--- config.mk ---
export PLATFORM = sky130hd
export DESIGN_NAME = rect_frame_loader
export DESIGN_NICKNAME = d
export VERILOG_FILES = /design/src/rtl/rect_cyl_pkg.sv /design/src/rtl/rect_strobe_edge.sv /design/src/rtl/rect_frame_loader.sv
export SDC_FILE = /design/constraint.sdc
export NUM_CORES = 1
export LEC_CHECK = 0
export ABC_AREA = 1
export BUFFER_PORTS_ARGS = -buffer_cell sky130_fd_sc_hd__buf_2
export CELL_PAD_IN_SITES_DETAIL_PLACEMENT = 1
export CELL_PAD_IN_SITES_GLOBAL_PLACEMENT = 1
export CORE_UTILIZATION = 35
export CTS_CLUSTER_SIZE = 12
export DETAILED_ROUTE_END_ITERATION = 8
export PLACE_DENSITY_LB_ADDON = 0.1
export SYNTH_ARGS = -nofsm -noshare
export SYNTH_HDL_FRONTEND = slang
export SYNTH_SLANG_ARGS = --single-unit
--- constraint.sdc ---
create_clock -name clk -period 2.55 [get_ports clk]
set_input_delay 0.51 -clock clk [delete_from_list [all_inputs] [get_ports clk]]
set_output_delay 0.51 -clock clk [all_outputs]
set_load 0.01 [all_outputs]
--- src/rtl/rect_cyl_pkg.sv ---
// ---------------------------------------------------------------------------
// rect_cyl_pkg
// Definitions shared by the rectangular-to-cylindrical input loader:
//   - loader_state_t : loader FSM state encoding
//   - FRAME_BYTES    : bytes per frame (3, or 4 with a checksum byte)
//   - DEFAULT_DATA_W : default coordinate byte width
// Optional feature macro: RECT_LOADER_CKSUM_EN (adds a checksum byte per frame)
// ---------------------------------------------------------------------------
package rect_cyl_pkg;

    localparam int DEFAULT_DATA_W = 8;

`ifdef RECT_LOADER_CKSUM_EN
    localparam int FRAME_BYTES = 4;
`else
    localparam int FRAME_BYTES = 3;
`endif

    // LD_C is only reachable when the checksum byte is enabled
    typedef enum logic [2:0] {
        LD_X = 3'd0,
        LD_Y = 3'd1,
        LD_Z = 3'd2,
        LD_C = 3'd3,
        HOLD = 3'd4
    } loader_state_t;

endpackage

--- src/rtl/rect_strobe_edge.sv ---
// ---------------------------------------------------------------------------
// rect_strobe_edge
// Registers the pin-level byte strobe and produces a one-cycle byte event on
// its rising edge. The strobe history freezes while the enable is low, so an
// edge that happens entirely during a disabled period is never seen.
// Ports:
//   clk_i      : system clock
//   rst_i      : synchronous active-high reset
//   ena_i      : global enable
//   strobe_i   : pin-level byte strobe
//   byte_evt_o : high for the cycle in which a new byte must be taken
// ---------------------------------------------------------------------------
module rect_strobe_edge (
    input  logic clk_i,
    input  logic rst_i,
    input  logic ena_i,
    input  logic strobe_i,
    output logic byte_evt_o
);

    logic strobe_q;
    logic strobe_d;

    always_comb begin
        strobe_d = ena_i ? strobe_i : strobe_q;
    end

    always_ff @(posedge clk_i) begin
        if (rst_i) begin
            strobe_q <= 1'b0;
        end else begin
            strobe_q <= strobe_d;
        end
    end

    assign byte_evt_o = ena_i & strobe_i & ~strobe_q;

endmodule

--- src/rtl/rect_frame_loader.sv ---
// ---------------------------------------------------------------------------
// rect_frame_loader
// Assembles an (x, y, z) triple from a byte-serial pin interface and offers it
// downstream through a valid/ready handshake. A per-frame idle timeout
// discards partial frames; overrun and timeout are reported as pulses.
// Optional feature macro: RECT_LOADER_CKSUM_EN -- a fourth byte must equal
// x^y^z, otherwise the frame is dropped and cksum_err pulses.
// Ports:
//   clk, rst       : clock, synchronous active-high reset
//   ena            : global enable; low freezes all state
//   data_in        : byte from pins
//   data_strobe    : byte strobe, byte taken on its rising edge
//   x_out/y_out/z_out : captured coordinates
//   out_valid      : triple available
//   out_ready      : downstream accepts the triple
//   frame_busy     : a partial frame is held
//   timeout_err    : pulse when a partial frame is discarded
//   overrun_err    : pulse when a byte arrives while a triple is held
//   cksum_err      : (macro only) pulse when the checksum byte mismatches
// ---------------------------------------------------------------------------
module rect_frame_loader
    import rect_cyl_pkg::*;
#(
    parameter int DATA_W      = DEFAULT_DATA_W,
    parameter int TIMEOUT_CYC = 255,
    parameter int CNT_W       = 8
) (
    input  logic              clk,
    input  logic              rst,
    input  logic              ena,
    input  logic [DATA_W-1:0] data_in,
    input  logic              data_strobe,
    output logic [DATA_W-1:0] x_out,
    output logic [DATA_W-1:0] y_out,
    output logic [DATA_W-1:0] z_out,
    output logic              out_valid,
    input  logic              out_ready,
    output logic              frame_busy,
    output logic              timeout_err,
`ifdef RECT_LOADER_CKSUM_EN
    output logic              cksum_err,
`endif
    output logic              overrun_err
);

    loader_state_t     state_q, state_d;
    logic [CNT_W-1:0]  cnt_q, cnt_d;
    logic [DATA_W-1:0] x_q, x_d, y_q, y_d, z_q, z_d;
    logic              valid_q, valid_d;
    logic              timeout_q, timeout_d;
    logic              overrun_q, overrun_d;
    logic              cksum_q, cksum_d;
    logic              byte_evt;
    logic              timeout_hit;

    rect_strobe_edge u_edge (
        .clk_i      (clk),
        .rst_i      (rst),
        .ena_i      (ena),
        .strobe_i   (data_strobe),
        .byte_evt_o (byte_evt)
    );

    assign timeout_hit = (cnt_q == CNT_W'(TIMEOUT_CYC));

    // Next-state logic. A byte event always beats an expiring timeout, and
    // the counter only runs while a partial frame is held.
    always_comb begin
        state_d   = state_q;
        cnt_d     = cnt_q;
        x_d       = x_q;
        y_d       = y_q;
        z_d       = z_q;
        valid_d   = valid_q;
        timeout_d = 1'b0;
        overrun_d = 1'b0;
        cksum_d   = 1'b0;
        if (ena) begin
            case (state_q)
                LD_X: begin
                    cnt_d = '0;
                    if (byte_evt) begin
                        x_d     = data_in;
                        state_d = LD_Y;
                    end
                end
                LD_Y: begin
                    if (byte_evt) begin
                        y_d     = data_in;
                        cnt_d   = '0;
                        state_d = LD_Z;
                    end else if (timeout_hit) begin
                        cnt_d     = '0;
                        timeout_d = 1'b1;
                        state_d   = LD_X;
                    end else begin
                        cnt_d = cnt_q + CNT_W'(1);
                    end
                end
                LD_Z: begin
                    if (byte_evt) begin
                        z_d   = data_in;
                        cnt_d = '0;
`ifdef RECT_LOADER_CKSUM_EN
                        state_d = LD_C;
`else
                        valid_d = 1'b1;
                        state_d = HOLD;
`endif
                    end else if (timeout_hit) begin
                        cnt_d     = '0;
                        timeout_d = 1'b1;
                        state_d   = LD_X;
                    end else begin
                        cnt_d = cnt_q + CNT_W'(1);
                    end
                end
`ifdef RECT_LOADER_CKSUM_EN
                LD_C: begin
                    if (byte_evt) begin
                        cnt_d = '0;
                        if (data_in == (x_q ^ y_q ^ z_q)) begin
                            valid_d = 1'b1;
                            state_d = HOLD;
                        end else begin
                            cksum_d = 1'b1;
                            state_d = LD_X;
                        end
                    end else if (timeout_hit) begin
                        cnt_d     = '0;
                        timeout_d = 1'b1;
                        state_d   = LD_X;
                    end else begin
                        cnt_d = cnt_q + CNT_W'(1);
                    end
                end
`endif
                HOLD: begin
                    // A byte arriving here is dropped even if the triple is
                    // accepted in the same cycle.
                    cnt_d = '0;
                    if (byte_evt) begin
                        overrun_d = 1'b1;
                    end
                    if (valid_q && out_ready) begin
                        valid_d = 1'b0;
                        state_d = LD_X;
                    end
                end
                default: begin
                    cnt_d   = '0;
                    state_d = LD_X;
                end
            endcase
        end
    end

    // State and output registers; error pulses clear on their own each cycle.
    always_ff @(posedge clk) begin
        if (rst) begin
            state_q   <= LD_X;
            cnt_q     <= '0;
            x_q       <= '0;
            y_q       <= '0;
            z_q       <= '0;
            valid_q   <= 1'b0;
            timeout_q <= 1'b0;
            overrun_q <= 1'b0;
            cksum_q   <= 1'b0;
        end else begin
            state_q   <= state_d;
            cnt_q     <= cnt_d;
            x_q       <= x_d;
            y_q       <= y_d;
            z_q       <= z_d;
            valid_q   <= valid_d;
            timeout_q <= timeout_d;
            overrun_q <= overrun_d;
            cksum_q   <= cksum_d;
        end
    end

    assign x_out       = x_q;
    assign y_out       = y_q;
    assign z_out       = z_q;
    assign out_valid   = valid_q;
    assign frame_busy  = (state_q == LD_Y) || (state_q == LD_Z);
    assign timeout_err = timeout_q;
    assign overrun_err = overrun_q;
`ifdef RECT_LOADER_CKSUM_EN
    assign cksum_err   = cksum_q;
`else
    logic unused_cksum;
    assign unused_cksum = cksum_q;
`endif

endmodule

==> results.cfg, run 1 <==
[status]
outcome = completed

[logic_synthesis]
synth-main-ff-cell = dfxtp_1
ys_types = 25
synthesis.area_sq_mm = 0.001618
synth_edf_count = 0
synth_compound_area_share_pct = 11.37
synth_seq_cells = 39
synth_top_family_by_area = simple AND/OR/NAND/NOR gates
yosysWarnings = 0
syn_inst = 199
ys_seq_area_share_pct = 48.26
async_flop_share_pct = 0
synth_most_common_cell = nor2_1
synth-xor-area-share_pct = 2.707
syn_area_per_cell_sq_um = 8.130
synth.top_cells.by_count = 64 x nor2_1, 39 x dfxtp_1, 21 x o21ai_0
muxShareOfSynthArea_pct = 0
synthAdderAreaFrac_pct = 0.7734
yosysTopAreaCellShare_pct = 48.26
synth_simple_gate_area_share_pct = 31.55
yosysTopAreaCell = dfxtp_1
syn_nets = 213
synth_area_leaders = dfxtp_1 48%, nor2_1 15%, o21ai_0 6.5%

[routing]
via_per_inst = 4.757
detail-route-antenna-nets = 0
num_vias = 1408
drt_wl_total_mm = 4.052
drtIter0Drc = 33
wire_per_inst_microns = 13.69
drc = 0
first_pass_iters = 4

[min_path]
whs_endpoint = state_q[2]$_SDFFE_PP0P_
whs_path_depth = 2
hold_path.startpoint = rst
hold_class = input pin to flip-flop

[global_routing]
antenna_found_initial = 0
groute.layer.met3.usage_pct = 5.339
gr-total-overflow = 0
grt_start_max_net_pins = 16
met2_usage_pct = 30.77
grt_pass1_wl_mm = 6.955
grt_use_total_pct = 18.55
grt_pass1_vias = 1432
met1_usage_pct = 22.55
grt.busiest_layer = met2

[setup_path]
rrSetupSlack_ps = 1170
r2r_end = cnt_q[7]$_SDFFE_PP0P_
start_kind = flip-flop
path_max_fanout = 4
timing.rr.start = cnt_q[1]$_SDFFE_PP0P_
cp_data_arrival_time_ps = 1220
required_ps = 2040
r2r_cells = 8
crit_type = flip-flop to output port
cp-end-kind = output port

[pwr]
vdd_ir_drop_max_mv = 0.2873
p_total_uw = 1307
cellLeakagePower_uw = 0.0009477
powerDensity_mw_per_mm2 = 659.3

[clock_tree]
ctsResizeCount = 0
clk_latency_ps = 300
clock-sinks = 39
clock-root-buffer = clkbuf_8
clkTransAtPathRegs_ps = 80
ctsHoldBuffers = 0
numCtsBuffers = 5
cts_tree = built
post_cts_buffers = 0
clk_path_buf_depth = 2
htree_levels = 2

[placed_design]
place_area_sq_mm = 0.001864
dp_hpwl_mm = 2.961
io_buffers = 40
gp_congestion = 0.7725

[sta]
setup_violations = 0
timing.fmax_mhz = 579.1
timing.final.crit_share_pct = 67.71
finalHoldViolations = 0
relSlewSlack_pct = 65.80
skew_ps = 2.035
grt_setup_unrepaired = no
finalSetupTns_ps = 0
drv_slew = 0
fin_crit_ps = 1727
worstMarginPinSlew_ps = 512.4

[final_layout]
layout-drive-gt1-share_pct = 27.87
fin_area_sq_mm = 0.001982
fin_nets = 257
area_delta_synth_final_pct = 22.51
diodes = 0

[die]
rows = 24
dieHeight_microns = 69.99
ios = 41
die-width_microns = 69.99
die_area_sq_mm = 0.004898
start_util_pct = 36.90
core_sq_mm = 0.004384

[job]
max-cap-violations = 0
[worst max-delay path, cell delays in order (launching register included)]
cell,delay (ps)
dfxtp_1,420
inv_1,100
nand3_4,130
nand2_1,110
buf_2,150
[routing by layer]
metal / vias to the layer above / part of all wire [%]
met4: 0 / 1.7
met1: 648 / 46
met3: 6 / 5.0
met5: - / 0
li1: 723 / -
met2: 31 / 47
[state kept, by name, summed over array words and instances (netlist names)]
name,count
overrun_err,1
x_out,8
state_q,3
z_out,8
y_out,8
u_edge.strobe_q,1
out_valid,1
timeout_err,1
cnt_q,8
[how the worst max path moves through the flow]
stage	start	to	slack [ps]	cells past startpoint
final	state_q[1]$_SDFFE_PP0P_	frame_busy	820	4
after global routing	state_q[1]$_SDFFE_PP0P_	frame_busy	750	4
after CTS	state_q[1]$_SDFFE_PP0P_	frame_busy	810	4
after detailed placement	rst	z_out[3]$_SDFFE_PP0P_	910	5
after global placement	rst	y_out[4]$_SDFFE_PP0P_	910	5
after floorplan	ena	z_out[0]$_SDFFE_PP0P_	1240	8
[through the flow]
step                      setup slack [ps]  std cells  utilization [%]  hold WS [ps]
after global routing                 753.0        296            45.21         467.1
after floorplan                       1238        199                -         468.5
after CTS                            812.5        296            45.21         446.8
after global placement               910.7        288            42.52         488.6
final                                823.3        296            45.21         451.6
after detailed placement             909.0        288            42.52         491.7
[area by class of cell]
type / instances / area [sq um]
clock buffers: 6 / 82.58
clock inverters: 2 / 35.03
inverters: 14 / 60.06
multi-input cells: 142 / 750.7
flip-flops and latches: 39 / 780.7
repair buffers: 41 / 207.7
well taps: 52 / 65.06
fillers: 564 / 2402
[where the power goes]
group          internal, uW  leakage (uW)  total [uW]  switching (uW)
Combinational          42.1      0.000570         124            81.8
Sequential              627      0.000316         638            11.5
Clock                   317     0.0000612         545             228
Total                   986      0.000948        1310             321
[cells in the final DEF, fill, tap and decap left out, drive strengths merged]
cell type  Yosys  layout
a21oi          6       6
buf            2      41
bufinv         0       1
clkbuf         2       6
clkinv         0       1
dfxtp         39      39
ha             1       1
inv           14      14
nand2         22      22
nand3          8       8
nor2          68      68
nor3           4       4
o21ai         27      27
o21bai         1       1
xnor2          2       2
xor2           3       3
[cell families (layout without fill, tap and decap cells)]
kind of cell    count (synthesis)  in the layout
fa+ha+maj                       1              1
xor+xnor                        5              5
flops                          39             39
compound gates                 34             34
simple gates                  102            102
buf+inv                        18             63
Power figures use the tool's default switching activity.
==> run 2, diff against run 1 <==
==> constraint.sdc (replaced) <==
create_clock -name clk -period 1.6 [get_ports clk]
set_input_delay 0.32 -clock clk [delete_from_list [all_inputs] [get_ports clk]]
set_output_delay 0.32 -clock clk [all_outputs]
set_load 0.01 [all_outputs]
==> run 2 against run 1 <==
Against the previous run: critical path depth unchanged; combinational power increased by 56%; clock-buffer cell count unchanged; sequential power increased by 60%; wire length decreased by 2.0%; first-iteration DRC count decreased by 24%; total power increased by 39%; register-to-register slack got worse by 930 ps; sequential cell count unchanged; critical path type unchanged; largest power group unchanged.
==> results.cfg, run 2 (synthesized netlist as in run 1, its figures left out) <==
[clock_tree]
clock-sinks = 39
clkTransAtPathRegs_ps = 70
clock-root-buffer = clkbuf_8
ctsHoldBuffers = 0
clk_path_buf_depth = 2
numCtsBuffers = 5
cts_tree = built
htree_levels = 2
clk_latency_ps = 280
ctsResizeCount = 0
post_cts_buffers = 0

[routing]
detail-route-antenna-nets = 0
via_per_inst = 4.793
first_pass_iters = 2
drt_wl_total_mm = 3.970
drc = 0
num_vias = 1414
drtIter0Drc = 25
wire_per_inst_microns = 13.46

[global_routing]
grt_pass1_vias = 1444
antenna_found_initial = 0
grt_start_max_net_pins = 25
grt_pass1_wl_mm = 6.693
grt_use_total_pct = 17.40
gr-total-overflow = 0

[sta]
finalSetupTns_ps = 0
timing.fmax_mhz = 659.5
timing.final.crit_share_pct = 94.77
worstMarginPinSlew_ps = 241.4
fin_crit_ps = 1516
grt_setup_unrepaired = no
finalHoldViolations = 0
drv_slew = 0
hold_ws_ps = 286.7
relSlewSlack_pct = 83.80
setup_violations = 0
skew_ps = 5.560

[setup_path]
cp-end-kind = output port
start_kind = flip-flop
slowest_delay_ps = 410
path_cells = inv_1 -> nand3_4 -> nand2_1 -> buf_2
startpoint = state_q[1]$_SDFFE_PP0P_
timing.rr.start = cnt_q[0]$_SDFFE_PP0P_
crit_type = flip-flop to output port
path_buf_inv = 2
crit_family = flip-flops
worst_path_max_delay_cell = dfxtp_1
required_ps = 1280
cp_data_arrival_time_ps = 1200
path_max_fanout = 4

[die]
dieHeight_microns = 69.99
start_util_pct = 36.90
die-width_microns = 69.99
ios = 41
core_sq_mm = 0.004384
rows = 24
die_area_sq_mm = 0.004898

[pwr]
powerDensity_mw_per_mm2 = 932.7
cellLeakagePower_uw = 0.0009290
vdd_ir_drop_max_mv = 0.5108

[min_path]
hold_path.startpoint = rst
hold_class = input pin to flip-flop

[final_layout]
area_delta_synth_final_pct = 20.19
final_cell_mix = 64 x nor2_1, 40 x buf_2, 39 x dfxtp_1
fin_nets = 258
diodes = 0
layout_commonest_cell = nor2_1
layout-drive-gt1-share_pct = 27.16

[placed_design]
gp_congestion = 0.7491
dp_hpwl_mm = 2.907
io_buffers = 40

[status]
outcome = completed

[job]
max-cap-violations = 0
run 2: worst register-to-register path, cell delays in order (launching register included):
cell and delay (ps):
dfxtp_1 370, ha_1 180, nand2_1 90, nor2_1 130, nand2_1 110, nand3_1 130
nand2_1 80, nand2_2 120, nor2_1 60
run 2: metrics by stage:
step | power [uW] | util (%) | instances | area (sq um) | setup WS [ps]
finish | 1814 | 44.35 | 295 | 1944 | 83.68
global route | 1907 | 44.35 | 295 | 1944 | 4.219
CTS | 1852 | 44.35 | 295 | 1944 | 66.29
detailed placement | 1238 | 42.69 | 289 | 1872 | 161.3
global placement | 1238 | 42.69 | 289 | 1872 | 197.8
floorplan | 1163 | - | 199 | 1618 | 446.5
run 2: worst paths after layout:
path,to,slack (ps),depth (start not counted)
worst min-delay path,state_q[1]$_SDFFE_PP0P_,290,2
worst min register to register,x_out[6]$_SDFFE_PP0P_,500,2
worst max register to register,cnt_q[7]$_SDFFE_PP0P_,240,8
worst max-delay path,frame_busy,80,4
run 2: final cells by class:
class / instances / area [sq um]
flip-flops and latches: 39 / 780.7
clock buffers: 6 / 72.57
repair buffers: 42 / 215.2
fillers: 559 / 2440
multi-input cells: 142 / 750.7
well taps: 52 / 65.06
inverters: 14 / 60.06
run 2: where the power goes:
part / switching [uW] / internal [uW] / leakage [uW]
combinational: 127 / 67.8 / 0.000576
sequential: 18.8 / 1000 / 0.000316
clock: 310 / 290 / 0.0000371
total: 456 / 1360 / 0.000929
run 2: layer usage:
layer  share of wire [%]  wire, microns  up-vias  global-route usage (%)
met2                  50           1966       28                   29.91
met3                 4.0            159        5                   4.618
met5                   0              0        -                       0
met1                  45           1801      662                   21.16
met4                 1.1             42        0                   5.333
li1                    -              -      719                       -
